## config.mk

```make
export PLATFORM = sky130hd
export DESIGN_NAME = mux8_1_rr_collector
export DESIGN_NICKNAME = d
export VERILOG_FILES = /design/src/rtl/mux8_1_rr_collector.sv
export SDC_FILE = /design/constraint.sdc
export NUM_CORES = 1
export LEC_CHECK = 0
export CAP_MARGIN = 20
export CELL_PAD_IN_SITES_DETAIL_PLACEMENT = 1
export CELL_PAD_IN_SITES_GLOBAL_PLACEMENT = 2
export CORE_MARGIN = 10
export CORE_UTILIZATION = 23
export CTS_CLUSTER_SIZE = 25
export DETAILED_ROUTE_END_ITERATION = 8
export GPL_TIMING_DRIVEN = 0
export PLACE_DENSITY = 0.82
export SYNTH_ARGS = -nofsm -noshare
export SYNTH_HDL_FRONTEND = slang
export SYNTH_SLANG_ARGS = --single-unit
```

## constraint.sdc

```tcl
create_clock -name clk -period 4.9 [get_ports clk]
set_input_delay 1.225 -clock clk [delete_from_list [all_inputs] [get_ports clk]]
set_output_delay 1.225 -clock clk [all_outputs]
set_load 0.05 [all_outputs]
```

## src/rtl/mux8_1_rr_collector.sv

```systemverilog
// ----------------------------------------------------------------------------
// mux8_1_rr_collector
//
// Gathers words from eight independent producer lanes into a single output
// register using round-robin arbitration. Each cycle in which the output
// register can load, one requesting lane is granted. Its word is registered
// and presented downstream together with its 3-bit lane index. The index can
// drive a downstream 1:8 demux select directly.
//
// Ports:
//   clk          rising-edge clock
//   rst_n        asynchronous active-low reset
//   in_data_i    8*DW packed lane data, lane i at [i*DW +: DW]
//   in_valid_i   per-lane word-available flags
//   in_ready_o   one-hot (or zero) grant; lane i's word is accepted this cycle
//   out_data_o   registered data of the held word
//   out_sel_o    lane index of the held word
//   out_valid_o  output register holds a word
//   out_ready_i  consumer accepts the held word this cycle
// ----------------------------------------------------------------------------
module mux8_1_rr_collector #(
    parameter int unsigned DW = 8
) (
    input  logic            clk,
    input  logic            rst_n,
    input  logic [8*DW-1:0] in_data_i,
    input  logic [7:0]      in_valid_i,
    output logic [7:0]      in_ready_o,
    output logic [DW-1:0]   out_data_o,
    output logic [2:0]      out_sel_o,
    output logic            out_valid_o,
    input  logic            out_ready_i
);

    typedef enum logic {
        StEmpty,
        StFull
    } state_e;

    state_e          state_q, state_d;
    logic [2:0]      ptr_q;
    logic [DW-1:0]   out_data_q;
    logic [2:0]      out_sel_q;

    logic [DW-1:0]   lane_data [8];
    logic            load;
    logic            found;
    logic [2:0]      grant;
    logic [2:0]      cand;
    logic            accept;

    for (genvar i = 0; i < 8; i++) begin : g_lane
        assign lane_data[i] = in_data_i[i*DW +: DW];
    end

    // A full register drained this cycle can reload, giving one word per cycle.
    assign load = (state_q == StEmpty) || out_ready_i;

    // Priority search starting just after the last granted lane, wrapping 7->0.
    always_comb begin
        found = 1'b0;
        grant = 3'd0;
        cand  = 3'd0;
        for (int unsigned k = 0; k < 8; k++) begin
            cand = ptr_q + 3'(k) + 3'd1;
            if (!found && in_valid_i[cand]) begin
                found = 1'b1;
                grant = cand;
            end
        end
    end

    assign accept = load && found;

    always_comb begin
        in_ready_o = 8'd0;
        if (accept) begin
            in_ready_o[grant] = 1'b1;
        end
    end

    always_comb begin
        state_d = state_q;
        if (accept) begin
            state_d = StFull;
        end else if (state_q == StFull && out_ready_i) begin
            state_d = StEmpty;
        end
    end

    // Data, index and pointer only move on an accepted word; stalls and idle
    // cycles leave them untouched.
    always_ff @(posedge clk or negedge rst_n) begin
        if (!rst_n) begin
            state_q    <= StEmpty;
            ptr_q      <= 3'd7;
            out_data_q <= '0;
            out_sel_q  <= 3'd0;
        end else begin
            state_q <= state_d;
            if (accept) begin
                out_data_q <= lane_data[grant];
                out_sel_q  <= grant;
                ptr_q      <= grant;
            end
        end
    end

    assign out_valid_o = (state_q == StFull);
    assign out_data_o  = out_data_q;
    assign out_sel_o   = out_sel_q;

endmodule

```

==> summary.md <==
| Metric | Value |
|---|---|
| Status | complete, but fails checks |
| Failing checks | negative setup slack |
| GRT Max-Usage Layer | met2 |
| PnR worst setup slack | -0.0753 ns |
| CP Class | register to primary output |
| Pre-Repair DR Iteration Count | 4 |
| Crit path time final | between 4 and 5 ns |
| Mapped cell area | 2360 um^2 |
| First-pass GRT wire length | 16600 um |
| DP Worst Slack | -1.59 ns |
| Die footprint | 14700 um^2 |
| Detailed Place HPWL | 8020 um |
| Antenna cells | 0 |
| Sink Count | 15 |
| Met1 Track Usage GR | 16.6% |
| Post-synthesis sequential area ratio | between 15 and 20% |
| IO Count | between 90 and 100 |
| Worst-Margin Slew | 0.721 ns |
| Max Root-Sink Buffers | 2 |
| DR WL/cell | 21.2 um |
| Finish-stage setup viols | 3 |
| RSZ-0062 raised after global routing | true |
| Via/cell ratio | between 5 and 6 |
| Area of all sequential standard cells | 379 um^2 |
| Die height | 121 um |
| Most frequent CP cell | buf_12 |
| CP max stage cell | mux4_2 |
| Residual DRC count | 0 |
| Mapped Nets | 327 |
| Most frequent cells in the layout | clkdlybuf4s50_1, mux2i_1, buf_4 |
| Nets | 465 |
| Hold Path Class | register to register |
| Met3 Use GR | 2.09% |
| Reg clk slew, reported paths | 0.06 ns |
| Rows | 36 |
| Post-route cell area | 4310 um^2 |
| Syn Inst Count | 249 |
| Area of the multi-input gates | 2220 um^2 |
| Congestion Overflow GR | 0 |
| Cell area after placement | around 3600 um^2 |
| Final Cycle Share | 102% |
| Critical-path cell list | buf_12 > buf_12 > inv_8 > ha_4 > buf_6 > mux4_2 > buf_4 > a32oi_4 > o21ai_1 > a22oi_2 > o211ai_4 > buf_12 > nor4_4 > buf_6 |
| Filler Cells Inserted | 1110 |
| Largest net degree at the start of global routing | 16 |
| Worst-path fanout max | 11 |
| Unique masters post-synth | 55 |
| Top_reg_cell synth | dfrtp_1 |
| Die width | 121 um |
| Worst setup EP type | primary output |
| Total number of vias | 2712 |
| Setup_tns | -0.159 ns |
| Critical path arrival | ~3.8 ns |
| Worst setup SP type | register |
| Synth Register Bits | 15 |
| Layout cells sized above 1 | between 40% and 50% |
| Met2 usage | approximately 25% |
| YS warnings | 0 |
| Worst slew margin | 51.8% |
| Root buffer cell | clkbuf_8 |
| IO Port Bufs | 94 |
| Top Family by Delay on Critical Path | buffers and inverters |
| Max-cap violations | 0 |
| Final Hold Viols | 0 |
| Initial Util | 23.8% |
| CTS tree | built |
| Number of antenna violations at the first check in global routing | 0 |
| Number of global-route vias before repair | 2923 |
| Core area | about 9900 um^2 |
| H-tree Lvls | 1 |
| Critical path required time | 3.67 ns |
| Pins over their slew limit | 0 |
| EDFF count, synth | 0 |
| All-layer global routing usage | 13.9% |
| Clock Skew | 0.00263 ns |
| Antenna Nets Post-Route | 0 |
| GP Congestion | 0.860 |
| Initial drt markers | 136 |
| Ys async rst share | between 90% and 100% |
| Commonest non-fill, non-tap cell in the layout | clkdlybuf4s50_1 |
| Layout area overhead | 82.5% |
| CP Buf/Inv Count | 7 |
| CTS Buf Count | 3 |
| Achievable Freq | 0.201 GHz |
| Syn_area_per_cell | 9.49 um^2 |
| Max stage delay on crit path | 0.59 ns |
| Clk_lat worst skew | 0.25 ns |
| Drt total wl | 11000 um |
==> metrics by stage <==
step                hold slack [ns]  std cells  util (%)
CTS                           0.490        508      41.7
finish                        0.481        519      43.5
floorplan                     0.704        249         -
global placement              0.470        476      36.5
global route                  0.539        519      43.5
detailed placement            0.481        476      36.5
==> layer usage <==
metal | routed length [um] | vias to the layer above
met5 | 0 | -
li1 | - | 1249
met3 | 412 | 11
met2 | 5840 | 82
met4 | 153 | 0
met1 | 4620 | 1370
==> synth_stat cells, drive strengths merged, types with 3 or more instances <==
library cell,n,share of area [%]
o22ai,3,0.79
nor2b,4,1.1
o32ai,3,1.4
a22oi,3,0.95
nand2b,5,1.3
o21ai,8,1.7
mux4,13,12
a32oi,4,1.8
dfstp,3,3.3
a22o,4,1.5
nand3,10,2.1
and3,3,0.79
inv,6,0.95
nand4,4,1.1
ha,3,1.6
a221o,3,1.3
o2bb2ai,5,1.9
a21oi,8,2.3
mux2i,53,22
dfrtp,12,13
nor2,21,3.4
buf,14,5.0
nand2,16,2.5
clkbuf,3,0.48
mux2,12,5.7
==> tightest hold or removal path, delay by kind of cell (launching register included) <==
family | cells | cell delay, ns
compound gates | 1 | 0.06
simple gates | 1 | 0.05
flops | 1 | 0.34
==> logic make-up (layout without fill, tap and decap cells) <==
kind of cell / count (synthesis) / count (layout) / share of synthesized area [%]
AO/OA/AOI/OAI: 55 / 55 / 18.8
flip-flops: 15 / 15 / 16.0
buffers and inverters: 23 / 160 / 6.41
multiplexers: 78 / 78 / 40.6
AND/OR/NAND/NOR: 71 / 71 / 15.1
adder cells (fa/ha/maj): 3 / 3 / 1.59
XOR/XNOR: 4 / 4 / 1.48
==> state kept, by name (all words and copies together), names as in the netlist <==
| name | cells |
|---|---|
| out_sel_o | 3 |
| out_valid_o | 1 |
| out_data_o | 8 |
| ptr_q | 3 |
==> layout make-up <==
class | instances | area share, %
sequential | 15 | 8.79
buffer | 12 | 3.45
tap | 133 | 3.86
timing repair buffer | 138 | 30.5
clock buffer | 3 | 0.958
inverter | 6 | 0.871
multi-input combinational | 211 | 51.5
clock inverter | 1 | 0.116
==> repair_timing <==
action,CTS,global route
setup buffers,31,13
hold buffers,0,0
endpoints found under the hold margin,0,0
setup endpoints to repair,8,8
resized for setup,160,31
pin swaps,18,12
==> path summary, 6_finish.rpt <==
kind	cells past startpoint	from	to	slack, ns
worst max-delay path	14	ptr_q[0]	in_ready_o[0]	-0.08
worst min-delay path	2	out_data_o[3]	out_data_o[3]	0.48
worst max register to register	15	ptr_q[0]	out_data_o[5]	1.04
worst min register to register	2	out_data_o[3]	out_data_o[3]	0.48
max in group asynchronous	1	rst_n	out_data_o[5]	3.04
min in group asynchronous	1	rst_n	out_data_o[2]	1.41
Power is not shown: default switching activity piles up to over one toggle a cycle in this logic, so the estimate is an artifact.
